--- src/rtl/i2s_audio_rx.sv ---
// i2s_audio_rx
//   Slave-mode I2S receiver for the keyword-spotting front end. It captures
//   the left-channel word and ignores the right channel. An optional
//   first-order pre-emphasis filter can be applied to each word. The result
//   is handed to cnn_kws_accel with a one-clk strobe.
//
// Ports
//   clk, rst                 system clock, asynchronous active-high reset
//   en                       receive enable; when low the block idles
//   preemph_en               select pre-emphasis (quasi-static, sampled per word)
//   i2s_sck/i2s_ws/i2s_sd    asynchronous I2S bit clock, word select, data
//   err_clr                  one-clk clear of err_short
//   audio_sample [SAMPLE_W]  signed sample, held until the next strobe
//   sample_valid             one-clk strobe qualifying audio_sample
//   start                    pulse with the first sample after leaving IDLE
//   err_short                sticky flag: left word ended before SAMPLE_W bits
module i2s_audio_rx #(
  parameter int SAMPLE_W    = 16,
  parameter int SYNC_STAGES = 2
) (
  input  logic                clk,
  input  logic                rst,
  input  logic                en,
  input  logic                preemph_en,
  input  logic                i2s_sck,
  input  logic                i2s_ws,
  input  logic                i2s_sd,
  input  logic                err_clr,
  output logic [SAMPLE_W-1:0] audio_sample,
  output logic                sample_valid,
  output logic                start,
  output logic                err_short
);

  localparam int CNT_W = $clog2(SAMPLE_W);
  localparam int EXT_W = SAMPLE_W + 2;
  localparam logic [CNT_W-1:0] LAST_CNT = CNT_W'(SAMPLE_W - 1);
  localparam logic signed [EXT_W-1:0] SAT_MAX = {3'b000, {(SAMPLE_W-1){1'b1}}};
  localparam logic signed [EXT_W-1:0] SAT_MIN = {3'b111, {(SAMPLE_W-1){1'b0}}};

  typedef enum logic [1:0] {IDLE, WAIT_L, SHIFT, SKIP_R} state_t;

  state_t state_q, state_d;

  logic [SYNC_STAGES-1:0] sck_sync_q, sck_sync_d;
  logic [SYNC_STAGES-1:0] ws_sync_q, ws_sync_d;
  logic [SYNC_STAGES-1:0] sd_sync_q, sd_sync_d;
  logic                   sck_prev_q, sck_prev_d;
  logic                   ws_prev_q, ws_prev_d;   // ws seen at the previous sck edge
  logic [CNT_W-1:0]       cnt_q, cnt_d;
  logic [SAMPLE_W-1:0]    sr_q, sr_d;
  logic                   word_done_q, word_done_d;
  logic [SAMPLE_W-1:0]    raw_q, raw_d;
  logic [SAMPLE_W-1:0]    x_prev_q, x_prev_d;
  logic [SAMPLE_W-1:0]    audio_sample_q, audio_sample_d;
  logic                   sample_valid_q, sample_valid_d;
  logic                   start_q, start_d;
  logic                   first_pending_q, first_pending_d;
  logic                   err_q, err_d;

  logic sck_s, ws_s, sd_s;
  logic sck_rise, ws_fall, in_shift, word_end, word_abort;
  logic signed [EXT_W-1:0] x_ext, xp_ext, pe_sum;
  logic [SAMPLE_W-1:0] pe_y;

  assign sck_s = sck_sync_q[SYNC_STAGES-1];
  assign ws_s  = ws_sync_q[SYNC_STAGES-1];
  assign sd_s  = sd_sync_q[SYNC_STAGES-1];

  // All bit actions happen in the single clk where the synchronized sck rises.
  assign sck_rise   = sck_s & ~sck_prev_q;
  assign ws_fall    = sck_rise & ~ws_s & ws_prev_q;
  assign in_shift   = en & (state_q == SHIFT) & sck_rise;
  assign word_end   = in_shift & ~ws_s & (cnt_q == LAST_CNT);
  assign word_abort = in_shift & ws_s;

  // Process 1: state and datapath registers.
  always_ff @(posedge clk or posedge rst) begin
    if (rst) begin
      state_q         <= IDLE;
      sck_sync_q      <= '0;
      ws_sync_q       <= '0;
      sd_sync_q       <= '0;
      sck_prev_q      <= 1'b0;
      ws_prev_q       <= 1'b0;
      cnt_q           <= '0;
      sr_q            <= '0;
      word_done_q     <= 1'b0;
      raw_q           <= '0;
      x_prev_q        <= '0;
      audio_sample_q  <= '0;
      sample_valid_q  <= 1'b0;
      start_q         <= 1'b0;
      first_pending_q <= 1'b0;
      err_q           <= 1'b0;
    end else begin
      // NOTE: non-blocking assignments keep every flop sampling the
      // pre-edge value, so ordering inside this block cannot matter.
      state_q         <= state_d;
      sck_sync_q      <= sck_sync_d;
      ws_sync_q       <= ws_sync_d;
      sd_sync_q       <= sd_sync_d;
      sck_prev_q      <= sck_prev_d;
      ws_prev_q       <= ws_prev_d;
      cnt_q           <= cnt_d;
      sr_q            <= sr_d;
      word_done_q     <= word_done_d;
      raw_q           <= raw_d;
      x_prev_q        <= x_prev_d;
      audio_sample_q  <= audio_sample_d;
      sample_valid_q  <= sample_valid_d;
      start_q         <= start_d;
      first_pending_q <= first_pending_d;
      err_q           <= err_d;
    end
  end

  // Process 2: next-state logic. en low overrides everything.
  always_comb begin
    // NOTE: a default before the case keeps every path assigned, so no latch.
    state_d = state_q;
    if (!en) begin
      state_d = IDLE;
    end else begin
      case (state_q)
        IDLE:           state_d = WAIT_L;
        WAIT_L, SKIP_R: if (ws_fall) state_d = SHIFT;
        SHIFT:          if (word_end || word_abort) state_d = SKIP_R;
        default:        state_d = IDLE;
      endcase
    end
  end

  // Pre-emphasis: y = x - x_prev + (x_prev >>> 5), two guard bits, saturated.
  always_comb begin
    x_ext  = {{2{raw_q[SAMPLE_W-1]}}, raw_q};
    xp_ext = {{2{x_prev_q[SAMPLE_W-1]}}, x_prev_q};
    pe_sum = x_ext - xp_ext + (xp_ext >>> 5);
    if (pe_sum > SAT_MAX)      pe_y = SAT_MAX[SAMPLE_W-1:0];
    else if (pe_sum < SAT_MIN) pe_y = SAT_MIN[SAMPLE_W-1:0];
    else                       pe_y = pe_sum[SAMPLE_W-1:0];
  end

  // Process 3: outputs and datapath next values.
  always_comb begin
    for (int i = 0; i < SYNC_STAGES; i++) begin
      sck_sync_d[i] = (i == 0) ? i2s_sck : sck_sync_q[(i == 0) ? 0 : i-1];
      ws_sync_d[i]  = (i == 0) ? i2s_ws  : ws_sync_q[(i == 0) ? 0 : i-1];
      sd_sync_d[i]  = (i == 0) ? i2s_sd  : sd_sync_q[(i == 0) ? 0 : i-1];
    end
    sck_prev_d      = sck_s;
    ws_prev_d       = sck_rise ? ws_s : ws_prev_q;
    cnt_d           = cnt_q;
    sr_d            = sr_q;
    word_done_d     = word_end;
    raw_d           = raw_q;
    x_prev_d        = x_prev_q;
    audio_sample_d  = audio_sample_q;
    sample_valid_d  = word_done_q;
    start_d         = 1'b0;
    first_pending_d = first_pending_q;
    err_d           = word_abort | (err_q & ~err_clr);

    // Entering SHIFT: the ws-fall edge itself carries no captured bit.
    if (state_d == SHIFT && state_q != SHIFT) begin
      cnt_d = '0;
      sr_d  = '0;
    end else if (in_shift && !ws_s) begin
      cnt_d = cnt_q + CNT_W'(1);
      sr_d  = {sr_q[SAMPLE_W-2:0], sd_s};
    end
    if (word_end) raw_d = {sr_q[SAMPLE_W-2:0], sd_s};

    // Second pipeline stage: a completed word is emitted even if en dropped.
    if (word_done_q) begin
      audio_sample_d  = preemph_en ? pe_y : raw_q;
      start_d         = first_pending_q;
      first_pending_d = 1'b0;
    end
    if (state_q == IDLE && en) first_pending_d = 1'b1;

    if (state_q == IDLE)  x_prev_d = '0;
    else if (word_done_q) x_prev_d = raw_q;
  end

  assign audio_sample = audio_sample_q;
  assign sample_valid = sample_valid_q;
  assign start        = start_q;
  assign err_short    = err_q;

endmodule

--- config.mk ---
export PLATFORM = sky130hd
export DESIGN_NAME = i2s_audio_rx
export DESIGN_NICKNAME = d
export VERILOG_FILES = /design/src/rtl/i2s_audio_rx.sv
export SDC_FILE = /design/constraint.sdc
export NUM_CORES = 1
export LEC_CHECK = 0
export CAP_MARGIN = 15
export CORE_ASPECT_RATIO = 1.4
export CORE_UTILIZATION = 30
export DETAILED_ROUTE_END_ITERATION = 6
export PLACE_DENSITY = 0.5
export SYNTH_ARGS = -nofsm -noshare
export SYNTH_HDL_FRONTEND = slang
export SYNTH_SLANG_ARGS = --single-unit
export TNS_END_PERCENT = 50
--- constraint.sdc ---
create_clock -name clk -period 8.5 [get_ports clk]
set_input_delay 0.85 -clock clk [delete_from_list [all_inputs] [get_ports clk]]
set_output_delay 0.85 -clock clk [all_outputs]
set_load 0.03 [all_outputs]
==> flow_summary.yaml, run 1 <==
run_status:
  status: "finished, final reports clean"
synthesis:
  ys_ff_latch: 82
  synth_edf_count: 0
  synth-xor-area-share_pct: 3.171
  yosysTopAreaCell: "dfrtp_1"
  synth_top_area_share_pct: 43.70
  synth.area.mux_share_pct: 4.050
  synth_area_um2: 4696
  synth_fa_ha_area_share_pct: 11.99
  synth_compound_area_share_pct: 16.68
  syn_inst: 486
  async_flop_share_pct: 100.0
  synth-seq-area-share_pct: 43.70
  avgSynthCellArea_um2: 9.662
  synth_ff_type: "dfrtp_1"
  synth_top_family_by_area: "compound AO/OA/AOI/OAI gates"
  ys_types: 55
  synth-simple-area-share_pct: 12.47
  ys_warn_count: 0
  synth_nets: 530
  synth_top_cells_by_area: "dfrtp_1, fa_1, ha_1"
setup_path:
  cpMaxStageDelayCell: "nor3_2"
  ff2ff_path_depth: 11
  crit_buf_inv: 2
  crit_type: "input pin to flop"
  slowest_delay_ns: 0.87
  path_cells: "clkdlybuf4s50_1 -> nand2_1 -> nor3_2 -> nand4_1 -> inv_1 -> o21ai_0"
  worstSetupEndpointType: "flop"
  crit_cells: 6
  cp.required_ns: 8.69
  cp.arrival_ns: 3.87
  crit_family: "simple AND/OR/NAND/NOR gates"
  worst-path-max-fanout: 30
  crit_path_start_kind: "input pin"
global_route:
  grt_max_degree: 83
  grt.overflow.total: 0
  use_met2_pct: 23.62
  busiest_layer: "met2"
  grtUsageTotal_pct: 13.97
  grt_pass1_wl_um: 17340
  antenna_found_initial: 0
  grt_pass1_vias: 3437
  met3_usage_pct: 2.918
  grtUsageMet1_pct: 17.08
sta:
  post-route-period-util_pct: 43.27
  maxSlewViolCount: 0
  tightest_slew_ns: 1.095
  finalCriticalPeriod_ns: 3.678
  hold_violations: 0
  fmax_mhz: 271.9
  setup_tns_ns: 0
  setup_viol: 0
  rsz0062_at_grt: "no"
  worst_slack_ns: 4.822
  max_slew_margin_pct: 26.66
  skew_ns: 0.007492
detailed_routing:
  ant_nets: 0
  wl_per_cell_um: 14.52
  remaining_drc_errors: 0
  drt_iter0_drc: 104
  dr.pass1.iters: 4
  wl_um: 10270
  vias_per_cell: 4.754
  vias: 3361
power:
  p_leak_nw: 2.466
  p_per_area_nw_per_um2: 146.5
  peakVddDrop_uv: 86.95
  p_total_mw: 0.7928
floorplanning:
  core.rowCount: 53
  io-pin-count: 27
  core_area_um2: 15190
  fp.dieH_um: 150.0
  dieArea_um2: 16160
  initial_core_util_pct: 30.92
  fp.dieW_um: 107.7
final_layout:
  regArea_um2: 2052
  nets: 554
  drive_gt1_share_pct: 7.379
  fillers: 1510
  area_growth_syn_to_layout_pct: 15.21
  antenna_cells: 0
  final_area_um2: 5410
  multiInputGateArea_um2: 2271
clocking:
  post-cts-setup-buffers: 0
  cts_buffer_depth: 2
  cts_tree: "done"
  numCtsBuffers: 9
  hold_buffers: 0
  cts_sinks: 82
  cts-root-buf: "clkbuf_16"
  cts_resized: 0
  h-tree-depth: 3
  clk_pin_slew_ns: 0.07
  insertion_delay_ns: 0.34
placed_design:
  dp.final_hpwl_um: 7717
  dp_slack_ns: 4.339
  io_buffers: 26
  placed_area_um2: 5099
  place.gp.congestion: 0.8103
min_path:
  whs_path_depth: 0
  hold_path_class: "flop to flop"
job:
  drv_cap: 0
==> report_power, final <==
| part | internal [mW] | switching, mW | leakage (nW) |
|---|---|---|---|
| clock | 0.203 | 0.173 | 0.139 |
| sequential | 0.393 | 0.00186 | 1.02 |
| combinational | 0.00666 | 0.0148 | 1.31 |
| total | 0.603 | 0.190 | 2.47 |
==> final cells by class <==
cell class	count	area share (%)
multi-input combinational	320	41.98
sequential	82	37.93
timing repair buffer	30	5.735
inverter	67	4.672
tap	192	4.440
clock buffer	9	4.163
clock inverter	7	1.087
==> per-layer routing <==
metal	wire length, um	share of wire (%)	vias up
li1	-	-	1677
met1	4519	44	1632
met2	5223	51	31
met3	241	2.3	21
met4	285	2.8	0
met5	0	0	-
==> through the flow <==
step	utilization, %	std cells	hold WS (ns)
2_1_floorplan	-	486	0.3312
5_1_grt	35.63	707	0.3606
3_5_place_dp	33.58	690	0.3380
4_1_cts	35.45	706	0.3545
3_3_place_gp	33.58	690	0.3338
6_report	35.63	707	0.3521
==> logic make-up (layout without fill, tap and decap cells) <==
family                     count (synthesis)  in the layout
adders and majority gates                 36             36
buffers and inverters                     84            113
AOI/OAI and AO/OA                        115            115
and+or+nand+nor                          133            133
muxes                                     19             19
DFF                                       82             82
xor gates and xnor gates                  17             17
==> worst paths after layout <==
path                                    end  slack [ns]          from
min                            ws_sync_q[1]        0.35  ws_sync_q[0]
min reg2reg                    ws_sync_q[1]        0.35  ws_sync_q[0]
min in group asynchronous          cnt_q[0]        0.80           rst
max                               raw_q[12]        4.82            en
max reg2reg                audio_sample[11]        4.88      raw_q[1]
max in group asynchronous   audio_sample[4]        7.12           rst
==> registers in the layout, summed over array words and instances (netlist names) <==
signal / count
sample_valid_d: 1
sck_prev_q: 1
sample_valid: 1
sd_sync_q: 2
raw_q: 16
sr_q: 15
audio_sample: 16
start: 1
sck_sync_q: 2
state_q: 2
err_short: 1
first_pending_q: 1
ws_prev_q: 1
ws_sync_q: 2
x_prev_q: 16
cnt_q: 4
==> placed cells by master (no fill, tap or decap), types with 15 or more instances in the layout <==
master | synthesis | routed
fa_1 | 15 | 15
nor2_1 | 34 | 34
mux2i_1 | 19 | 19
ha_1 | 21 | 21
o21ai_0 | 29 | 29
dfrtp_1 | 82 | 82
clkdlybuf4s50_1 | 0 | 26
nand2_1 | 70 | 70
inv_1 | 66 | 65
a21oi_1 | 30 | 30
==> synth_stat cells (2+ instances only) <==
| cell | count |
|---|---|
| o2bb2ai_1 | 9 |
| a211oi_2 | 2 |
| o211ai_1 | 4 |
| a21oi_1 | 30 |
| xnor2_1 | 9 |
| nand2b_1 | 5 |
| nor2_1 | 34 |
| clkbuf_8 | 2 |
| buf_6 | 2 |
| fa_1 | 15 |
| and2b_1 | 2 |
| o21ai_0 | 29 |
| o21ai_1 | 2 |
| nand2_1 | 70 |
| nand4_1 | 6 |
| a31oi_1 | 3 |
| nand3_1 | 6 |
| a211oi_1 | 9 |
| nor3_2 | 2 |
| mux2i_1 | 19 |
| a311oi_1 | 5 |
| xor2_1 | 8 |
| ha_1 | 21 |
| dfrtp_1 | 82 |
| a21o_1 | 6 |
| clkbuf_1 | 7 |
| inv_1 | 66 |
| buf_2 | 3 |
| a21oi_2 | 2 |
Note: power is estimated with default switching activity, not from simulation.
==> inputs of run 2 (changes only) <==
--- a/config.mk
+++ b/config.mk
@@ -9,7 +9,7 @@
 export CORE_ASPECT_RATIO = 1.4
 export CORE_UTILIZATION = 30
 export DETAILED_ROUTE_END_ITERATION = 6
-export PLACE_DENSITY = 0.5
+export PLACE_DENSITY = 0.51
 export SYNTH_ARGS = -nofsm -noshare
 export SYNTH_HDL_FRONTEND = slang
 export SYNTH_SLANG_ARGS = --single-unit
==> constraint.sdc (replaced) <==
create_clock -name clk -period 3.1 [get_ports clk]
set_input_delay 0.31 -clock clk [delete_from_list [all_inputs] [get_ports clk]]
set_output_delay 0.31 -clock clk [all_outputs]
set_load 0.03 [all_outputs]
==> run 2 against run 1 <==
Effect of this change:
- critical path depth rose by 8
- register-to-register slack got worse by 4.9 ns
- utilization rose by 6.3 points
- non-clock buffer count rose by 78
- final cell count rose by 11%
- sequential power rose to 2.7 times the previous value
- first-iteration DRC count rose by 6.7%
- count of clock-buffer cells in the layout rose by 3
- total power rose to 2.8 times the previous value
- routed wire length rose by 16%
- the run now ends with setup timing left
- critical path type is now flop to flop
==> flow_summary.yaml, run 2 (synthesis results as in run 1) <==
run_status:
  status: "finished, violations left"
  violations: "setup timing"
sta:
  rsz0062_at_grt: "yes"
  finalCriticalPeriod_ns: 3.169
  skew_ns: 0.006843
  maxSlewViolCount: 0
  setup_viol: 7
  max_slew_margin_pct: 48.41
  worst_slack_ns: -0.06880
  tightest_slew_ns: 0.7739
  post-route-period-util_pct: 102.2
  hold_violations: 0
  fmax_mhz: 315.6
  setup_tns_ns: -0.3065
setup_path:
  cp.arrival_ns: 3.39
  crit_buf_inv: 4
  crit_family: "compound AO/OA/AOI/OAI gates"
  slowest_delay_ns: 0.52
  path_cells: "buf_4 -> fa_1 -> inv_2 -> ha_4 -> nand4_1 -> nor2_1 -> a21boi_4 -> o211ai_1 -> buf_4 -> o21ba_4 -> a21oi_4 -> buf_12 -> a211oi_1 -> a311oi_1"
  worst-path-max-fanout: 5
  cpMaxStageDelayCell: "fa_1"
  cpMostUsedCell: "buf_4"
  crit_path_start_kind: "flop"
  worstSetupEndpointType: "flop"
  cp.required_ns: 3.32
  crit_type: "flop to flop"
final_layout:
  final_common_cell: "dfrtp_1"
  utilization_pct: 41.95
  drive_gt1_share_pct: 27.06
  area_growth_syn_to_layout_pct: 35.68
  antenna_cells: 0
  fillers: 1443
  nets: 634
  mostFrequentLayoutCells: "dfrtp_1, buf_4, nand2_1"
placed_design:
  dp_slack_ns: -0.4655
  io_buffers: 26
  place.gp.congestion: 0.8133
  dp.final_hpwl_um: 8825
clocking:
  h-tree-depth: 3
  cts_tree: "done"
  cts-root-buf: "clkbuf_16"
  clk_pin_slew_ns: 0.06
  cts_buffer_depth: 2
  hold_buffers: 0
  insertion_delay_ns: 0.33
  numCtsBuffers: 9
  cts_sinks: 82
global_route:
  grt_pass1_wl_um: 19590
  antenna_found_initial: 0
  grt_max_degree: 43
  grtUsageTotal_pct: 15.80
  grt.overflow.total: 0
  grt_pass1_vias: 3924
min_path:
  hold_path_class: "flop to flop"
floorplanning:
  dieArea_um2: 16160
  core_area_um2: 15190
  core.rowCount: 53
  fp.dieW_um: 107.7
  io-pin-count: 27
  fp.dieH_um: 150.0
  initial_core_util_pct: 30.92
detailed_routing:
  ant_nets: 0
  vias_per_cell: 4.752
  wl_per_cell_um: 15.14
  remaining_drc_errors: 0
  vias: 3740
  drt_iter0_drc: 111
  dr.pass1.iters: 4
  wl_um: 11910
power:
  p_total_mw: 2.228
  p_leak_nw: 2.896
  p_per_area_nw_per_um2: 349.7
  peakVddDrop_uv: 240.9
job:
  drv_cap: 0
[run 2: cell count changes in the layout (fill, tap and decap cells not counted), sizes merged]
cell and delta:
clkinvlp +1, clkbuf +3, bufinv +1, a21oi +1
buf +78, inv -4, clkinv -1, o21ai +1
[run 2: final timing paths]
kind | slack (ns) | end | depth (start not counted) | startpoint
setup / recovery | -0.07 | audio_sample[6] | 14 | x_prev_q[8]
max in group asynchronous | 2.01 | cnt_q[1] | 3 | rst
hold reg to reg | 0.35 | sd_sync_q[1] | 0 | sd_sync_q[0]
min in group asynchronous | 0.41 | sd_sync_q[0] | 2 | rst
setup reg to reg | -0.07 | audio_sample[6] | 14 | x_prev_q[8]
hold / removal | 0.35 | sd_sync_q[1] | 0 | sd_sync_q[0]
[run 2: area by class of cell]
| class | instances | area [um^2] | share of cell area (%) |
|---|---|---|---|
| Multi-Input combinational cell | 322 | 2596 | 40.75 |
| Sequential cell | 82 | 2052 | 32.21 |
| Timing Repair Buffer | 108 | 923.4 | 14.49 |
| Clock buffer | 12 | 256.5 | 4.026 |
| Inverter | 67 | 252.7 | 3.967 |
| Tap cell | 192 | 240.2 | 3.771 |
| Clock inverter | 4 | 50.05 | 0.7855 |
[run 2: power breakdown]
part           internal (mW)  switching (mW)  total (mW)
registers               1.08         0.00504        1.08
clock network          0.667           0.418        1.08
logic                 0.0175          0.0419      0.0594
total                   1.76           0.465        2.23
[run 2: timing repair]
item / CTS / global route
gates cloned: 2 / 0
setup endpoints to repair: 15 / 15
hold endpoints to repair: 0 / 0
pin swaps: 31 / 9
resized for setup: 57 / 7
buffers inserted: 9 / 5
[run 2: stage by stage]
step / area, um^2 / instances / hold WS [ns]
2_1_floorplan: 4696 / 486 / 0.3312
3_3_place_gp: 5599 / 755 / 0.3348
3_5_place_dp: 5599 / 755 / 0.3371
4_1_cts: 6319 / 782 / 0.3507
5_1_grt: 6371 / 787 / 0.3531
6_report: 6371 / 787 / 0.3468
[run 2: per-layer routing]
metal | wire, um | global-route usage [%]
met5 | 0 | 0
met4 | 371 | 7.260
met3 | 287 | 2.265
met2 | 6227 | 27.98
met1 | 5028 | 18.67
==> inputs of run 3 (changes only) <==
--- a/config.mk
+++ b/config.mk
@@ -8,6 +8,7 @@
 export CAP_MARGIN = 15
 export CORE_ASPECT_RATIO = 1.4
 export CORE_UTILIZATION = 30
+export CTS_CLUSTER_DIAMETER = 120
 export DETAILED_ROUTE_END_ITERATION = 6
 export PLACE_DENSITY = 0.51
 export SYNTH_ARGS = -nofsm -noshare
==> results of run 3 <==
The final DEF is identical to that of run 2; final timing and power are the same.
